==> config.mk <==
export PLATFORM = sky130hd
export DESIGN_NAME = ifetch_queue
export DESIGN_NICKNAME = d
export VERILOG_FILES = /design/src/rtl/ifetch_queue.sv
export SDC_FILE = /design/constraint.sdc
export NUM_CORES = 1
export LEC_CHECK = 0
export ABC_AREA = 1
export BUFFER_PORTS_ARGS = -buffer_cell sky130_fd_sc_hd__buf_2
export CAP_MARGIN = 10
export CELL_PAD_IN_SITES_DETAIL_PLACEMENT = 1
export CELL_PAD_IN_SITES_GLOBAL_PLACEMENT = 1
export CORE_MARGIN = 8
export CORE_UTILIZATION = 30
export DETAILED_ROUTE_END_ITERATION = 6
export PLACE_DENSITY = 0.66
export REMOVE_ABC_BUFFERS = 1
export SLEW_MARGIN = 40
export SYNTH_ARGS = -nofsm -noshare
export SYNTH_HDL_FRONTEND = slang
export SYNTH_SLANG_ARGS = --single-unit
export TNS_END_PERCENT = 50
==> constraint.sdc <==
create_clock -name i_CLK -period 7.7 [get_ports i_CLK]
set_input_delay 0.385 -clock i_CLK [delete_from_list [all_inputs] [get_ports i_CLK]]
set_output_delay 0.385 -clock i_CLK [all_outputs]
set_load 0.01 [all_outputs]
==> src/rtl/ifetch_queue.sv <==
// ----------------------------------------------------------------------------
// ifetch_queue
//
// Instruction-fetch stage sitting in front of the unified ROM. It owns the
// fetch PC, drives the two combinational ROM read ports with consecutive
// word addresses, captures up to two instructions per cycle into a small
// FIFO and hands them to decode one at a time over valid/ready.
//
// Ports:
//   i_CLK            clock, all state updates on the rising edge
//   i_RSTn           asynchronous active-low reset
//   i_CE             fetch enable (gates pushes only)
//   o_PC_0 / o_PC_1  ROM word addresses: fetch_pc>>2 and (fetch_pc+4)>>2
//   i_INSTRUCTION_0/1 combinational ROM data for o_PC_0 / o_PC_1
//   i_REDIRECT       flush the queue and restart fetch at i_REDIRECT_PC
//   i_REDIRECT_PC    byte target PC of the redirect
//   o_VALID          queue head valid (forced low during a redirect)
//   o_INSTRUCTION    head instruction, 0 when empty
//   o_PC             byte PC of the head instruction, 0 when empty
//   i_READY          decode accepts the head this cycle
//   o_COUNT          current occupancy
// ----------------------------------------------------------------------------
module ifetch_queue #(
  parameter int                    DATA_WIDTH  = 32,
  parameter int                    ADDR_WIDTH  = 32,
  parameter int                    QUEUE_DEPTH = 4,
  parameter logic [ADDR_WIDTH-1:0] RESET_PC    = '0
) (
  input  logic                             i_CLK,
  input  logic                             i_RSTn,
  input  logic                             i_CE,
  output logic [ADDR_WIDTH-1:0]            o_PC_0,
  output logic [ADDR_WIDTH-1:0]            o_PC_1,
  input  logic [DATA_WIDTH-1:0]            i_INSTRUCTION_0,
  input  logic [DATA_WIDTH-1:0]            i_INSTRUCTION_1,
  input  logic                             i_REDIRECT,
  input  logic [ADDR_WIDTH-1:0]            i_REDIRECT_PC,
  output logic                             o_VALID,
  output logic [DATA_WIDTH-1:0]            o_INSTRUCTION,
  output logic [ADDR_WIDTH-1:0]            o_PC,
  input  logic                             i_READY,
  output logic [$clog2(QUEUE_DEPTH):0]     o_COUNT
);

  localparam int PTR_W = $clog2(QUEUE_DEPTH);
  localparam int CNT_W = PTR_W + 1;
  localparam logic [CNT_W-1:0] DEPTH_C = CNT_W'(QUEUE_DEPTH);

  // State
  logic [ADDR_WIDTH-1:0] fetch_pc_q, fetch_pc_d;
  logic [PTR_W-1:0]      rd_ptr_q,   rd_ptr_d;
  logic [PTR_W-1:0]      wr_ptr_q,   wr_ptr_d;
  logic [CNT_W-1:0]      count_q,    count_d;

  // FIFO storage (not reset: occupancy alone defines what is valid)
  logic [DATA_WIDTH-1:0] inst_mem [QUEUE_DEPTH];
  logic [ADDR_WIDTH-1:0] pc_mem   [QUEUE_DEPTH];

  logic [ADDR_WIDTH-1:0] fetch_pc_plus4;
  logic [PTR_W-1:0]      wr_ptr_plus1;
  logic [CNT_W-1:0]      free_slots;
  logic [1:0]            push_n;
  logic                  pop;
  logic                  not_empty;

  // Redirect targets are word aligned; the two low bits are simply dropped.
  logic unused_redirect_lsbs;
  assign unused_redirect_lsbs = ^i_REDIRECT_PC[1:0];

  assign fetch_pc_plus4 = fetch_pc_q + ADDR_WIDTH'(4);
  assign wr_ptr_plus1   = wr_ptr_q + PTR_W'(1);
  assign not_empty      = (count_q != '0);

  // Space is judged from the start-of-cycle count; a same-cycle pop does
  // not make room for an extra push.
  assign free_slots = DEPTH_C - count_q;

  always_comb begin
    push_n = 2'd0;
    if (i_CE && !i_REDIRECT) begin
      if (free_slots >= CNT_W'(2)) begin
        push_n = 2'd2;
      end else if (free_slots == CNT_W'(1)) begin
        push_n = 2'd1;
      end
    end
  end

  // o_VALID already excludes the redirect cycle, so pop needs no extra term.
  assign o_VALID = not_empty && !i_REDIRECT;
  assign pop     = o_VALID && i_READY;

  always_comb begin
    fetch_pc_d = fetch_pc_q + ADDR_WIDTH'({push_n, 2'b00});
    // Pointer arithmetic wraps naturally because DEPTH is a power of two.
    wr_ptr_d   = wr_ptr_q + PTR_W'(push_n);
    rd_ptr_d   = rd_ptr_q + PTR_W'(pop);
    count_d    = count_q + CNT_W'(push_n) - CNT_W'(pop);
    if (i_REDIRECT) begin
      fetch_pc_d = {i_REDIRECT_PC[ADDR_WIDTH-1:2], 2'b00};
      wr_ptr_d   = '0;
      rd_ptr_d   = '0;
      count_d    = '0;
    end
  end

  always_ff @(posedge i_CLK or negedge i_RSTn) begin
    if (!i_RSTn) begin
      fetch_pc_q <= RESET_PC;
      rd_ptr_q   <= '0;
      wr_ptr_q   <= '0;
      count_q    <= '0;
    end else begin
      fetch_pc_q <= fetch_pc_d;
      rd_ptr_q   <= rd_ptr_d;
      wr_ptr_q   <= wr_ptr_d;
      count_q    <= count_d;
    end
  end

  // Port 0 data always lands first; port 1 follows in the next slot.
  always_ff @(posedge i_CLK) begin
    if (push_n != 2'd0) begin
      inst_mem[wr_ptr_q] <= i_INSTRUCTION_0;
      pc_mem[wr_ptr_q]   <= fetch_pc_q;
    end
    if (push_n == 2'd2) begin
      inst_mem[wr_ptr_plus1] <= i_INSTRUCTION_1;
      pc_mem[wr_ptr_plus1]   <= fetch_pc_plus4;
    end
  end

  assign o_PC_0        = fetch_pc_q >> 2;
  assign o_PC_1        = fetch_pc_plus4 >> 2;
  assign o_INSTRUCTION = not_empty ? inst_mem[rd_ptr_q] : '0;
  assign o_PC          = not_empty ? pc_mem[rd_ptr_q]   : '0;
  assign o_COUNT       = count_q;

endmodule

# Word-level counts from Yosys, hierarchy flattened
# Memories as Yosys holds them, arrays and structs flattened.
# Cells that the tools add are included.
totals:
  register_bits: 39
  ram_bits: 256
  n_memories: 2
  inputBits: 101
mem_list:
  columns: ["name", "words", "width", "read_ports", "rd_ports_with_merged_regs", "write_ports", "line_no", "text"]
  rows:
  - ["inst_mem", 4, 32, 1, 0, 2, "56", "logic [DATA_WIDTH-1:0] inst_mem [QUEUE_DEPTH];"]
  - ["pc_mem", 4, 32, 1, 0, 2, "57", "logic [ADDR_WIDTH-1:0] pc_mem [QUEUE_DEPTH];"]
classes:
  mux: 13
  n_eq_ne: 2
  reduce_logical: 6
  order_cmp: 1
  n_addsub: 8
ops:
  columns: ["operator", "n"]
  rows:
  - ["2-to-1 mux 32 bit", 3]
  - ["adder 32 x 3 -> 32 bit (second input constant)", 1]
  - ["adder 32 x 4 -> 32 bit", 1]
  - ["2-to-1 mux 2 bit", 4]
  - ["2-to-1 mux 1 bit", 5]
  - ["adder 3 x 2 -> 3 bit", 1]
  - ["== test 3 x 1 -> 1 bit (second input constant)", 1]
  - ["greater-or-equal comparator 3 x 2 -> 1 bit (second input constant)", 1]
  - ["logical AND 1 bit", 3]
  - ["2-to-1 mux 3 bit", 1]
  - ["nonzero test 3 bit", 1]
  - ["subtractor 3 x 1 -> 3 bit", 1]
  - ["subtractor 3 bit (first input constant)", 1]
  - ["adder 2 x 1 -> 2 bit", 1]
  - ["adder 2 x 1 -> 2 bit (second input constant)", 1]
  - ["adder 2 bit", 1]
  - ["== test 2 bit (second input constant)", 1]
  - ["nonzero test 2 bit", 1]
  - ["logical NOT 1 bit", 1]

# Depth between registers and ports, before layout
logic_depth:
  word_depth: 8
  ltp_mapped: 15
  ltp_nobuf: 15

# Worst setup path after synthesis
# No wires, ideal clock.
synth_path:
  path_kind: "flip-flop to flip-flop"
  startpoint: "reg count_q[0] (netlist: o_COUNT[0])"
  endpoint: "mem inst_mem[0][0] (enable)"
  required_time_ns: 7.133
  setup_time_ns: 0.567
  synth_period_minus_slack_ns: 6.389
  setup_slack_ns: 1.311
  path_stages_with_launch: 9
  t_arrival_ns: 5.822
  path_buffers: 0
  path_cell_list: "dfrtp_1 -> inv_1 -> ha_1 -> ha_1 -> nand3_1 -> nand2_4 -> inv_1 -> nor2_1 -> o21ai_0"
synth_rtl:
  columns: ["item", "line_no", "text"]
  rows:
  - ["from (decl)", "53", "logic [CNT_W-1:0] count_q, count_d;"]
  - ["from (signal assigned)", "117", "count_q <= count_d;"]
  - ["to (decl)", "56", null]

==> flow_metrics.py <==
metrics = {
    "route": {
        "routed_wl_um": 57900,
        "wl_per_cell_um": 21.2,
        "drtPass1Iterations": 7,
        "wl_met3_um": 2850,
        "final_antenna_net_count": 0,
        "dr.max_layer_used": "met4",
        "route.met2.wl_um": 28500,
        "wl_met1_um": 25300,
        "vias": 13600,
        "drtIter0Drc": 766,
        "viasPerCell": 4.99,
        "drc": 0,
    },
    "clock_network": {
        "clkLatencyLatePin_ns": 0.54,
        "cts_tree": "yes",
        "clockBufferDepth": 3,
        "cts-root-buf": "clkbuf_16",
        "htreeDepth": 2,
        "cts.clk_slew.worst_paths_ns": 0.06,
        "cts_resized": 0,
        "cts_sinks": 285,
        "hold_buffers": 1,
        "cts_inserted_buffers": 36,
        "post-cts-setup-buffer-count": 0,
    },
    "sta": {
        "slew_headroom": 0.448,
        "tns_ns": 0,
        "slew_viol_final": 0,
        "tightest_slew_ns": 0.828,
        "period_share": 0.488,
        "setup_slack_ns": 3.94,
        "setup_viol": 0,
        "max_freq_mhz": 266,
        "period_needed_ns": 3.76,
        "clock_skew_ns": 0.0198,
        "hold_viol": 0,
        "rsz0062_at_grt": "false",
    },
    "floorplanning": {
        "rows": 83,
        "coreArea_mm2": 0.0514,
        "num_io_pins": 233,
        "dieArea_mm2": 0.0597,
        "start_util": 0.304,
        "die_h_um": 244,
        "die_w_um": 244,
    },
    "logic_synthesis": {
        "synth_area_mm2": 0.0156,
        "synth_ff_type": "edfxtp_1",
        "synth-edff-count": 248,
        "ys_ff_latch": 285,
        "async_flop_share": 0.130,
        "seq_area_frac_synth": 0.536,
        "syn_area_per_cell_um2": 8.36,
        "synth_area_leaders": "edfxtp_1 (48%), nand2_1 (12%), o21ai_0 (9.9%)",
        "synth_top_area_frac": 0.476,
        "synth_largest_area_cell": "edfxtp_1",
        "ys_types": 35,
        "yosysWarnings": 0,
        "syn_inst": 1870,
    },
    "setup_path": {
        "path_cells": "inv_1 -> ha_1 -> ha_4 -> nand3_1 -> nand2_4 -> nor2_8 -> clkinv_2 -> buf_6 -> o21ai_4 -> buf_4",
        "path_buf_inv": 4,
        "critical-path-top-delay-family": "buffers and inverters",
        "rr_worst_depth": 10,
        "r2r_end": "inst_mem[2][18]",
        "endpoint_kind": "register",
        "slowest_delay_ns": 0.70,
        "critPathArrivalTime_ns": 3.91,
        "r2r-start": "o_COUNT[0]",
        "critPathRequiredTime_ns": 7.86,
        "rrSetupSlack_ns": 3.94,
        "critPathSlowestCell": "buf_4",
        "path_class": "register to register",
        "start_kind": "register",
        "crit_fanout": 90,
    },
    "grt": {
        "grt_max_degree": 91,
        "grt_overflow": 0,
        "grt_usage": 0.190,
        "grt_pass1_vias": 14600,
        "grt_pass1_wl_um": 87300,
        "antenna_found_initial": 0,
    },
    "placement": {
        "hpwl_um": 36400,
        "numPortBuffers": 224,
        "gp_congestion": 0.817,
        "dp_slack_ns": 3.72,
    },
    "power": {
        "p_leak_nw": 7.86,
        "ir_drop_mv": 0.170,
        "p_per_area_mw_per_mm2": 288,
    },
    "final_layout": {
        "nNetsFinal": 2143,
        "diodes": 0,
        "layout_commonest_cell": "nand2_1",
        "layout_common_cells": "nand2_1 (486), o21ai_0 (304), nor2_1 (289)",
        "area_growth_pct": 18.3,
        "layout-drive-gt1-share": 0.175,
    },
    "min_path": {
        "hold_depth": 3,
        "hp-class": "input pin to register",
        "hp-start": "i_REDIRECT_PC[26]",
        "min_to": "fetch_pc_q[26]",
    },
    "run": {
        "max-cap-violations": 0,
    },
    "status": {
        "status": "finished clean",
    },
}
==> sequential cells by signal, summed over array words and instances, names as in the netlist <==
name and cells:
fetch_pc_q 30, inst_mem 128, o_COUNT 3, pc_mem 120
rd_ptr_q 2, wr_ptr_q 2
==> cells in the mapped netlist (2+ instances only) <==
library cell / n
a21oi_1: 64
nand2_4: 3
inv_2: 8
buf_4: 16
nand2_2: 12
xor2_1: 21
nand3_2: 3
o21bai_1: 2
clkbuf_1: 70
edfxtp_1: 248
buf_1: 4
nor2_2: 11
fa_1: 2
nand3_1: 73
xor2_2: 2
nor2_8: 5
buf_2: 37
inv_1: 99
nand2_1: 486
nor2_4: 10
o21ai_1: 32
ha_1: 12
and2_1: 6
xnor2_1: 2
dfrtp_1: 37
o21ai_0: 308
nor2_1: 289
==> cell families (layout without fill, tap and decap cells) <==
kind of cell | after synthesis | count (layout) | share of synthesized area
and+or+nand+nor | 901 | 901 | 0.240
AOI/OAI and AO/OA | 407 | 407 | 0.131
DFF | 285 | 285 | 0.536
buffers and inverters | 236 | 414 | 0.0646
xor gates and xnor gates | 26 | 26 | 0.0167
adders and majority gates | 14 | 14 | 0.0122
other | 1 | 6 | 0.000240
==> stage by stage <==
stage / cells / power [mW] / area (µm²) / hold WS, ns / utilization
floorplan: 1746 / 2.89 / 15000 / 0.0894 / -
global placement: 2664 / 3.58 / 17200 / 0.591 / 0.334
detailed placement: 2668 / 3.64 / 17300 / 0.425 / 0.336
CTS: 2732 / 5.40 / 18500 / 0.0109 / 0.359
global route: 2733 / 5.58 / 18500 / 0.0350 / 0.360
finish: 2733 / 5.32 / 18500 / 0.0430 / 0.360
==> worst max path at each step <==
| stage | end | cells after the start | slack [ns] | from |
|---|---|---|---|---|
| after CTS | inst_mem[1][23] | 9 | 3.70 | o_COUNT[0] |
| final | inst_mem[2][18] | 10 | 3.94 | o_COUNT[0] |
| after floorplan | inst_mem[0][0] | 8 | 1.31 | o_COUNT[0] |
| after global placement | inst_mem[1][13] | 9 | 3.62 | o_COUNT[0] |
| after global routing | inst_mem[2][2] | 10 | 3.69 | o_COUNT[0] |
| after detailed placement | inst_mem[1][13] | 9 | 3.72 | o_COUNT[0] |
==> per-layer routing <==
metal / global-route usage / vias up
li1: - / 6488
met1: 0.237 / 6762
met2: 0.334 / 313
met3: 0.0358 / 84
met4: 0.0470 / 0
met5: 0 / -
==> worst min-delay path, stage by stage <==
cell and delay, ns:
buf_2 0.07, nand2_1 0.04, nand2_1 0.05
==> power breakdown <==
group / internal, mW / switching (mW) / total (mW)
sequential: 1.94 / 0.112 / 2.05
combinational: 0.449 / 1.08 / 1.53
clock: 1.05 / 0.688 / 1.74
==> cell type report <==
type                            count  area, µm²
Multi-Input combinational cell   1354       6330
Timing Repair Buffer              244       1350
Clock inverter                     20        223
Inverter                          107        413
Fill cell                        6118      32900
Clock buffer                       43        958
Tap cell                          680        851
Sequential cell                   285       8380
Power figures use the tool's default switching activity.
